## config.mk

```make
export PLATFORM = sky130hd
export DESIGN_NAME = cory_rgb_int2
export DESIGN_NICKNAME = d
export VERILOG_FILES = /design/src/rtl/cory_rgb_int2_pkg.sv /design/src/rtl/cory_rgb_int2_avg2.sv /design/src/rtl/cory_rgb_int2.sv
export SDC_FILE = /design/constraint.sdc
export NUM_CORES = 1
export LEC_CHECK = 0
export BUFFER_PORTS_ARGS = -buffer_cell sky130_fd_sc_hd__buf_4
export CAP_MARGIN = 20
export CORE_ASPECT_RATIO = 1.5
export CORE_MARGIN = 2
export CORE_UTILIZATION = 25
export CTS_CLUSTER_SIZE = 25
export DETAILED_ROUTE_END_ITERATION = 8
export PLACE_DENSITY_LB_ADDON = 0.12
export SLEW_MARGIN = 20
export SYNTH_ARGS = -nofsm -noshare
export SYNTH_HDL_FRONTEND = slang
export SYNTH_SLANG_ARGS = --single-unit
```

## constraint.sdc

```tcl
create_clock -name clk -period 2.2 [get_ports clk]
set_input_delay 0.33 -clock clk [delete_from_list [all_inputs] [get_ports clk]]
set_output_delay 0.33 -clock clk [all_outputs]
set_load 0.05 [all_outputs]
```

## src/rtl/cory_rgb_int2_pkg.sv

```systemverilog
// cory_rgb_int2_pkg: shared state encoding and channel count for the x2 line interpolator
package cory_rgb_int2_pkg;
  typedef enum logic [1:0] {S_IDLE = 2'd0, S_WAIT = 2'd1, S_PIX = 2'd2, S_REP = 2'd3} state_e;
  localparam int CH = 3;
endpackage

```

## src/rtl/cory_rgb_int2_avg2.sv

```systemverilog
// cory_rgb_int2_avg2: round-half-up average of two channel values, widened by one bit so it cannot overflow
module cory_rgb_int2_avg2 #(
  parameter int N = 8
) (
  input  logic [N-1:0] a,
  input  logic [N-1:0] b,
  output logic [N-1:0] y
);
  logic [N:0] s;
  assign s = {1'b0, a} + {1'b0, b} + (N+1)'(1);
  assign y = N'(s >> 1);
endmodule

```

## src/rtl/cory_rgb_int2.sv

```systemverilog
// cory_rgb_int2: RGB x2 interpolation along a line, emitting p(k) then avg(p(k),p(k+1)), last pixel replicated
module cory_rgb_int2
  import cory_rgb_int2_pkg::*;
#(
  parameter int N = 8
) (
  input  logic           clk,
  input  logic           reset,
  input  logic           i_a_v,
  input  logic [3*N-1:0] i_a_d,
  input  logic           i_a_first,
  input  logic           i_a_last,
  output logic           o_a_r,
  output logic           o_z_v,
  output logic [3*N-1:0] o_z_d,
  output logic           o_z_first,
  output logic           o_z_last,
  input  logic           i_z_r
);
  localparam int W = 3*N;
  state_e state_q, state_d;
  logic z_v_q, z_v_d, z_first_q, z_first_d, z_last_q, z_last_d, hold_last_q, hold_last_d;
  logic [W-1:0] z_d_q, z_d_d, hold_q, hold_d, avg, ld_d;
  logic slot_free, acc, load, ld_first, ld_last, early_first;
  assign slot_free = !z_v_q || i_z_r;
  assign early_first = i_a_v && i_a_first;
  assign o_a_r = (state_q == S_IDLE) ? slot_free :
                 (state_q == S_WAIT) ? slot_free && !early_first : 1'b0;
  assign acc = i_a_v && o_a_r;
  assign o_z_v = z_v_q;
  assign o_z_d = z_d_q;
  assign o_z_first = z_first_q;
  assign o_z_last = z_last_q;
  genvar c;
  for (c = 0; c < CH; c++) begin : g_ch
    cory_rgb_int2_avg2 #(.N(N)) u_avg (
      .a(hold_q[c*N +: N]),
      .b(i_a_d[c*N +: N]),
      .y(avg[c*N +: N])
    );
  end
  // state and output registers; reset drops the held pixel and any pending output
  always_ff @(posedge clk) begin
    if (reset) begin
      state_q     <= S_IDLE;
      z_v_q       <= 1'b0;
      z_d_q       <= '0;
      z_first_q   <= 1'b0;
      z_last_q    <= 1'b0;
      hold_q      <= '0;
      hold_last_q <= 1'b0;
    end else begin
      state_q     <= state_d;
      z_v_q       <= z_v_d;
      z_d_q       <= z_d_d;
      z_first_q   <= z_first_d;
      z_last_q    <= z_last_d;
      hold_q      <= hold_d;
      hold_last_q <= hold_last_d;
    end
  end
  // next state: an unterminated line (new first while waiting) is closed by replaying the held pixel as last
  always_comb begin
    state_d = state_q;
    case (state_q)
      S_IDLE:  if (acc) state_d = i_a_last ? S_REP : S_WAIT;
      S_WAIT:  if (acc) state_d = S_PIX;
               else if (early_first && slot_free) state_d = S_IDLE;
      S_PIX:   if (slot_free) state_d = hold_last_q ? S_REP : S_WAIT;
      default: if (slot_free) state_d = S_IDLE;
    endcase
  end
  // output load selection and hold-register update; the output slot holds while stalled
  always_comb begin
    load        = 1'b0;
    ld_d        = hold_q;
    ld_first    = 1'b0;
    ld_last     = 1'b0;
    hold_d      = hold_q;
    hold_last_d = hold_last_q;
    case (state_q)
      S_IDLE: if (acc) begin
        load     = 1'b1;
        ld_d     = i_a_d;
        ld_first = i_a_first;
        hold_d   = i_a_d;
      end
      S_WAIT: if (acc) begin
        load        = 1'b1;
        ld_d        = avg;
        hold_d      = i_a_d;
        hold_last_d = i_a_last;
      end else if (early_first && slot_free) begin
        load    = 1'b1;
        ld_last = 1'b1;
      end
      S_PIX: load = slot_free;
      default: begin
        load    = slot_free;
        ld_last = 1'b1;
      end
    endcase
    z_v_d     = load ? 1'b1 : slot_free ? 1'b0 : z_v_q;
    z_d_d     = load ? ld_d : z_d_q;
    z_first_d = load ? ld_first : z_first_q;
    z_last_d  = load ? ld_last : z_last_q;
  end
endmodule

```

After elaboration in Yosys (flattened, before gate mapping)
Index checks and enable logic that the tools add are counted.
{"block": "word_totals", "output_inout_bits": 28, "inputBits": 30, "elab_cells": 55, "regBits": 54}
{"block": "classes", "add_sub_neg": 6, "muxes": 23, "n_reduce_logical": 14, "n_eq_ne": 5}
{"cell": "24-bit two-way mux", "n": 2}
{"cell": "24-bit case mux with 2 select lines", "n": 1}
{"cell": "8-bit by 8-bit adder with 9-bit output", "n": 3}
{"cell": "9-bit by 1-bit adder with 9-bit output, second input constant", "n": 3}
{"cell": "2-bit two-way mux", "n": 7}
{"cell": "1-bit two-way mux", "n": 10}
{"cell": "2-bit case mux with 3 select lines", "n": 1}
{"cell": "1-bit logical AND", "n": 4}
{"cell": "2-bit inequality test, second input constant", "n": 2}
{"cell": "1-bit case mux with 2 select lines", "n": 2}
{"cell": "4-bit AND reduction", "n": 1}
{"cell": "2-bit OR reduction", "n": 2}
{"cell": "3-bit by 2-bit inequality test with 1-bit output, second input constant", "n": 1}
{"cell": "3-bit nonzero test", "n": 1}
{"cell": "2-bit by 1-bit equality test with 1-bit output, second input constant", "n": 1}
{"cell": "2-bit equality test, second input constant", "n": 1}
{"cell": "1-bit zero test", "n": 2}
{"cell": "2-bit zero test", "n": 1}
{"cell": "2-bit AND reduction", "n": 1}
{"cell": "2-bit nonzero test", "n": 1}
{"cell": "1-bit logical OR", "n": 1}

Depth between registers and ports, before layout
Gate-level depths: netlist (run 1).
{"block": "depth", "word_depth": 9, "mapped_depth": 8, "ltp_nobuf": 7}

Cells and area by module
From an unflattened synthesis (run 1), not the netlist that was laid out.
{"block": "hier_totals", "hier_cells": 417, "area_unflattened_um2": 3482.1}
{"mod": "cory_rgb_int2", "instances": 1, "cells_per_inst": 289, "seq_area_each_um2": 1081.0, "area_each_um2": 2521.2}
{"mod": "cory_rgb_int2_avg2 at g_ch[1].u_avg ...", "instances": 2, "cells_per_inst": 43, "seq_area_each_um2": 0.0, "area_each_um2": 319.1}
{"mod": "cory_rgb_int2_avg2 at g_ch[0].u_avg", "instances": 1, "cells_per_inst": 42, "seq_area_each_um2": 0.0, "area_each_um2": 322.8}

Least setup slack after synthesis (run 1)
OpenSTA, ideal clock, no wires.
{"block": "synth_timing", "kind": "register -> output", "from": "register z_v_q, in the netlist o_z_v", "to": "output o_a_r", "required_ps": 1870, "arrival_ps": 2256, "path_buffers": 1, "stages_incl_launch_ff": 4, "setup_slack_ps": -386, "path_cell_list": "dfxtp_1 > and2b_1 > clkbuf_1 > a311oi_1"}
{"block": "synth_between", "elab_chain_cells": 5}
{"element": "start, declared", "line_no": "cory_rgb_int2.sv:22", "source": "logic z_v_q, z_v_d, z_first_q, z_first_d, z_last_q, z_last_d, hold_last_q, hold_last_d;"}
{"element": "start signal, assigned", "line_no": "cory_rgb_int2.sv:54", "source": "z_v_q <= z_v_d;"}
{"element": "1-bit zero test *", "line_no": "cory_rgb_int2.sv:25", "source": "assign slot_free = !z_v_q || i_z_r;"}
{"element": "1-bit logical OR *", "line_no": "cory_rgb_int2.sv:25"}
{"element": "1-bit logical AND", "line_no": "cory_rgb_int2.sv:28", "source": "(state_q == S_WAIT) ? slot_free && !early_first : 1'b0;"}
{"element": "1-bit two-way mux", "line_no": "cory_rgb_int2.sv:28"}
{"element": "1-bit two-way mux *", "line_no": "cory_rgb_int2.sv:27", "source": "assign o_a_r = (state_q == S_IDLE) ? slot_free :"}
{"element": "end, declared", "line_no": "cory_rgb_int2.sv:13", "source": "output logic o_a_r,"}
Mark *: on every way between the ends. The rest lies on a longest branch, timed or not.

Worst setup path after layout (run 1)
{"block": "layout_timing", "from": "register hold_q[0]", "to": "register z_d_q[3], in the netlist o_z_d[3]"}
{"block": "layout_between", "elab_chain_cells": 4}
{"element": "start, declared", "line_no": "cory_rgb_int2.sv:23", "source": "logic [W-1:0] z_d_q, z_d_d, hold_q, hold_d, avg, ld_d;"}
{"element": "start signal, assigned", "line_no": "cory_rgb_int2.sv:58", "source": "hold_q <= hold_d;"}
{"element": "8-bit by 8-bit adder with 9-bit output", "line_no": "cory_rgb_int2_avg2.sv:10", "source": "assign s = {1'b0, a} + {1'b0, b} + (N+1)'(1);"}
{"element": "9-bit by 1-bit adder with 9-bit output", "line_no": "cory_rgb_int2_avg2.sv:10"}
{"element": "24-bit two-way mux", "line_no": "cory_rgb_int2.sv:88", "source": "S_WAIT: if (acc) begin"}
{"element": "24-bit case mux with 2 select lines", "line_no": "cory_rgb_int2.sv:81", "source": "case (state_q)"}
{"element": "end signal, assigned", "line_no": "cory_rgb_int2.sv:55", "source": "z_d_q <= z_d_d;"}
{"element": "end, declared", "line_no": "cory_rgb_int2.sv:23"}
Every way passes these cells.
A chain may end at the register's enable or synchronous reset.

==> qor.yml, run 1 <==
fin_crit_sh: 0.960
busiest_layer: "met2"
post_cts_buffers: 0
cap_violations: 0
drc_errors: 0
core_um2: 13100
holdWs_ns: 0.274
ys_seq_area_frac: 0.321
grt-ovfl-total: 0
syn_area_um2: 3360
grt_max_degree: 33
cts.clk_slew.worst_paths_ns: 0.08
cp-end-kind: "flip-flop"
yosysWarningCount: 0
drive_gt1_frac: 0.224
leakage_uw: 0.00185
n_fill_cell: 1413
final_nets: 548
htree_levels: 2
vias: 3366
synth_top_area_frac: 0.321
post-route-cell-area_um2: 4290
grtUsageMet1: 0.186
fin_cells: 654
arrival_ns: 2.31
die_area_um2: 14400
tightest_slew_ns: 0.759
layout_common_cells: "88 x buf_4, 72 x nand2_1, 54 x dfxtp_1"
met3_usage: 0.0201
setup_viol: 0
grtUsageMet2: 0.280
ant_nets: 0
grt_pass1_vias: 3421
ys_ff_latch: 54
initial_core_util: 0.257
clkLatencyLatePin_ns: 0.30
avgSynthCellArea_um2: 7.94
multi_input_area_um2: 2140
chipWidth_um: 98.7
synthesis.nets: 478
pin_count: 58
cts_num_sinks: 54
wl_per_cell_um: 17.0
clock_path_buffers: 2
placed_cells: 646
drtPass1Iterations: 4
diodes: 0
grt_pass1_wl_mm: 17.8
max_slew_margin: 0.494
synth_top_area_cell: "dfxtp_1"
fmax_mhz: 474
placed_area_um2: 4130
cts_root_buf: "clkbuf_16"
cts_tree: "built"
synth_edf_count: 0
antenna_found_initial: 0
die_h_um: 146
crit_required_ns: 2.40
drt_iter0_drc: 206
worst_ir_drop_vdd_uv: 343
slew_viol_final: 0
status: "completed"
placementRows: 51
routed_wl_mm: 11.1
powerDensity_nw_per_um2: 719
syn_inst: 424
hp-class: "primary input to flip-flop"
finalHoldViolations: 0
rsz0062_at_grt: "false"
grt_usage: 0.155
layout_min_cycle_time_ns: 2.11
synth_area_leaders: "dfxtp_1 32%, nand2_1 8.0%, ha_1 7.8%"
crit_type: "flip-flop to flip-flop"
final_common_cell: "buf_4"
syn_to_final_growth_pct: 27.6
start_kind: "flip-flop"
regArea_um2: 1080
synth_ff_type: "dfxtp_1"
cp_max_fo: 3
gp_congestion: 0.803
detailed_place_hpwl_mm: 8.17
async_reset_ff_frac: 0
place.port_buffers: 57
synth.distinct_cells: 57
viasPerCell: 5.15
cts_buffers: 5
finClkSkew_ns: 0.00696
routing by layer:
layer	vias up	share of wire	routed length, um
met2	70	0.52	5750
li1	1684	-	-
met1	1602	0.43	4790
met4	0	0.019	213
met3	10	0.035	393
met5	-	0	0
worst paths after layout:
path / startpoint / endpoint / slack [ns] / cells after the start
hold / removal: i_a_last / hold_last_q / 0.27 / 3
hold reg to reg: o_z_d[0] / o_z_d[0] / 0.45 / 2
setup reg to reg: hold_q[0] / o_z_d[3] / 0.09 / 6
setup / recovery: hold_q[0] / o_z_d[3] / 0.09 / 6
cell usage after synthesis, types with 9 or more instances:
master,instances
o21ai_0,20
ha_1,21
a21o_1,9
inv_1,10
a211oi_1,13
dfxtp_1,54
xor2_1,9
clkbuf_1,11
buf_2,11
a21oi_1,52
nand2_1,72
nor2_1,31
stage by stage:
| stage | total power (uW) | TNS, ns | util | worst slack (ns) |
|---|---|---|---|---|
| 6_report | 3090 | 0 | 0.328 | 0.0885 |
| 5_1_grt | 3260 | 0 | 0.328 | 0.00414 |
| 4_1_cts | 3140 | 0 | 0.327 | 0.00623 |
| 3_5_place_dp | 2270 | -0.126 | 0.316 | -0.0944 |
| 3_3_place_gp | 2270 | -0.125 | 0.316 | -0.0885 |
| 2_1_floorplan | 1880 | 0 | - | 0.0809 |
sequential cells by signal (all words and copies together) (netlist names):
| register | count |
|---|---|
| hold_last_q | 1 |
| hold_q | 24 |
| o_z_d | 24 |
| o_z_first | 1 |
| o_z_last | 1 |
| o_z_v | 1 |
| state_q | 2 |
worst max-delay path, stage by stage (launching register included):
cell and delay, ns:
dfxtp_1 0.31, or2_2 0.30, fa_2 0.36, a211oi_2 0.22, nor2_2 0.08, or4_4 0.49, a311oi_2 0.27
power breakdown:
group	internal (uW)	total, uW	switching, uW
Combinational	426	1110	686
Sequential	1070	1140	67.2
Clock	454	838	384
Total	1950	3090	1140
kinds of logic after synthesis:
logic type      after synthesis  synth area share
xor+xnor                     12            0.0312
buf+inv                      37            0.0487
flops                        54             0.321
fa+ha+maj                    24            0.0959
simple gates                143             0.197
compound gates              148             0.287
mux                           6            0.0179
timing repair:
item	4_1_cts	5_1_grt
endpoints found under the hold margin	0	0
pin swaps	1	2
resized for setup	2	3
setup endpoints to repair	1	3
hold buffers	0	0
cell type report:
cell class              count  share of cell area
multi-input cells         333               0.499
repair buffers             89               0.159
clock buffers               7              0.0332
flip-flops and latches     54               0.252
inverters                  11             0.00962
well taps                 159              0.0463
clock inverters             1             0.00117
Note: power is estimated with default switching activity, not from simulation.
==> inputs of run 2 (changes only) <==
==> constraint.sdc (replaced) <==
create_clock -name clk -period 2.2 [get_ports clk]
set_input_delay 0.33 -clock clk [delete_from_list [all_inputs] [get_ports clk]]
set_output_delay 0.33 -clock clk [all_outputs]
set_load 0.005 [all_outputs]
==> run 2 against run 1 <==
Effect of this change: sequential share of layout area grew 0.066 points; final cell count shrank 0.15%; first-iteration DRC count shrank 29%; non-clock buffer count is the same; die area is the same; critical endpoint unchanged.
==> qor.yml, run 2 (synthesis results as in run 1) <==
htree_levels: 2  # unchanged
drc_errors: 0  # unchanged
cts.clk_slew.worst_paths_ns: 0.07  # about the same
grt_pass1_wl_mm: 18.1  # +2.1%
grt_pass1_vias: 3450  # +0.85%
drtPass1Iterations: 4  # unchanged
hp-class: "primary input to flip-flop"
drive_gt1_frac: 0.223  # -0.00157
post-route-cell-area_um2: 4280  # -0.26%
tightest_slew_ns: 0.525  # -0.234 ns
max_slew_margin: 0.650  # +0.156
leakage_uw: 0.00184  # -0.54%
slew_viol_final: 0  # unchanged
diodes: 0  # unchanged
initial_core_util: 0.257  # unchanged
grt_usage: 0.157  # +0.00237
powerDensity_nw_per_um2: 665  # -7.5%
clock_path_buffers: 2  # unchanged
gp_congestion: 0.817  # +1.8%
detailed_place_hpwl_mm: 8.36  # +2.3%
grt_max_degree: 29  # -12%
placed_area_um2: 4120  # -0.15%
finClkSkew_ns: 0.00887  # +0.00191 ns
crit_type: "flip-flop to flip-flop"
layout_min_cycle_time_ns: 2.08  # -0.0290 ns
cap_violations: 0  # unchanged
place.port_buffers: 57  # unchanged
die_h_um: 146  # unchanged
holdBufCountCts: 0  # unchanged
crit_required_ns: 2.41  # about the same
vias: 3389  # +0.68%
placementRows: 51  # unchanged
final_nets: 548  # unchanged
status: "completed"
grt-ovfl-total: 0  # unchanged
cts_buffers: 5  # unchanged
final_common_cell: "buf_4"
pin_count: 58  # unchanged
layout_common_cells: "88 x buf_4, 72 x nand2_1, 54 x dfxtp_1"
routed_wl_mm: 11.1  # about the same
die_area_um2: 14400  # unchanged
cp-end-kind: "flip-flop"
finish.utilization: 0.327  # -0.000861
clkLatencyLatePin_ns: 0.30  # about the same
worst_ir_drop_vdd_uv: 315  # -8.2%
rsz0062_at_grt: "false"
core_um2: 13100  # unchanged
cp_max_fo: 3  # unchanged
start_kind: "flip-flop"
drt_iter0_drc: 146  # -29%
cts_num_sinks: 54  # unchanged
fin_crit_sh: 0.947  # -0.0132
arrival_ns: 2.29  # -0.02 ns
ant_nets: 0  # unchanged
viasPerCell: 5.19  # +0.84%
chipWidth_um: 98.7  # unchanged
wl_per_cell_um: 17.1  # +0.11%
cts_tree: "built"
setup_viol: 0  # unchanged
antenna_found_initial: 0  # unchanged
syn_to_final_growth_pct: 27.3
cts_root_buf: "clkbuf_16"
fmax_mhz: 480  # +1.4%
finalHoldViolations: 0  # unchanged
## run 2: changes by cell type in the layout (fill, tap and decap cells not counted), sizes merged
cell    change
clkinv      -1
## run 2: cell type report
class,count,area (um2)
sequential,54,1080
timing repair buffer,89,681
multi-input combinational,333,2150
tap,159,199
inverter,11,41.3
clock buffer,7,133
fill,1404,8800
## run 2: power breakdown
group,internal [uW],switching [uW]
clock,419,377
sequential,1070,70.7
combinational,420,492
total,1910,940
## run 2: timing repair
| item | 4_1_cts | 5_1_grt |
|---|---|---|
| gates resized for setup | 0 | 7 |
| setup endpoints to repair | 0 | 4 |
| buffers inserted | 0 | 0 |
## run 2: metrics by stage
stage                     std cells  hold WS [ns]  TNS (ns)  total power [uW]  worst slack, ns
after global placement          646         0.447    -0.120              2070          -0.0866
after floorplan                 424         0.449         0              1690           0.0824
final                           653         0.284         0              2850            0.118
after global routing            653         0.293         0              3040           0.0188
after CTS                       653         0.285         0              2890           0.0202
after detailed placement        646         0.452    -0.120              2070          -0.0992
## run 2: path summary, 6_finish.rpt
check	startpoint	slack [ns]	to	depth (start not counted)
max	hold_q[0]	0.12	o_z_d[3]	6
min	i_a_last	0.28	hold_last_q	3
max reg2reg	hold_q[0]	0.12	o_z_d[3]	6
min reg2reg	o_z_d[0]	0.46	o_z_d[0]	2
## run 2: layer usage
layer,vias up,part of all wire,GRT usage
li1,1685,-,-
met2,71,0.51,0.284
met1,1626,0.44,0.190
met4,0,0.012,0.0438
met3,7,0.042,0.0249
met5,-,0,0
## run 2: critical path, stage by stage (launching register included)
cell and delay (ns):
dfxtp_1 0.31, or2_2 0.30, fa_2 0.36, a211oi_2 0.22, nor2_1 0.10, or4_4 0.49, a311oi_2 0.23
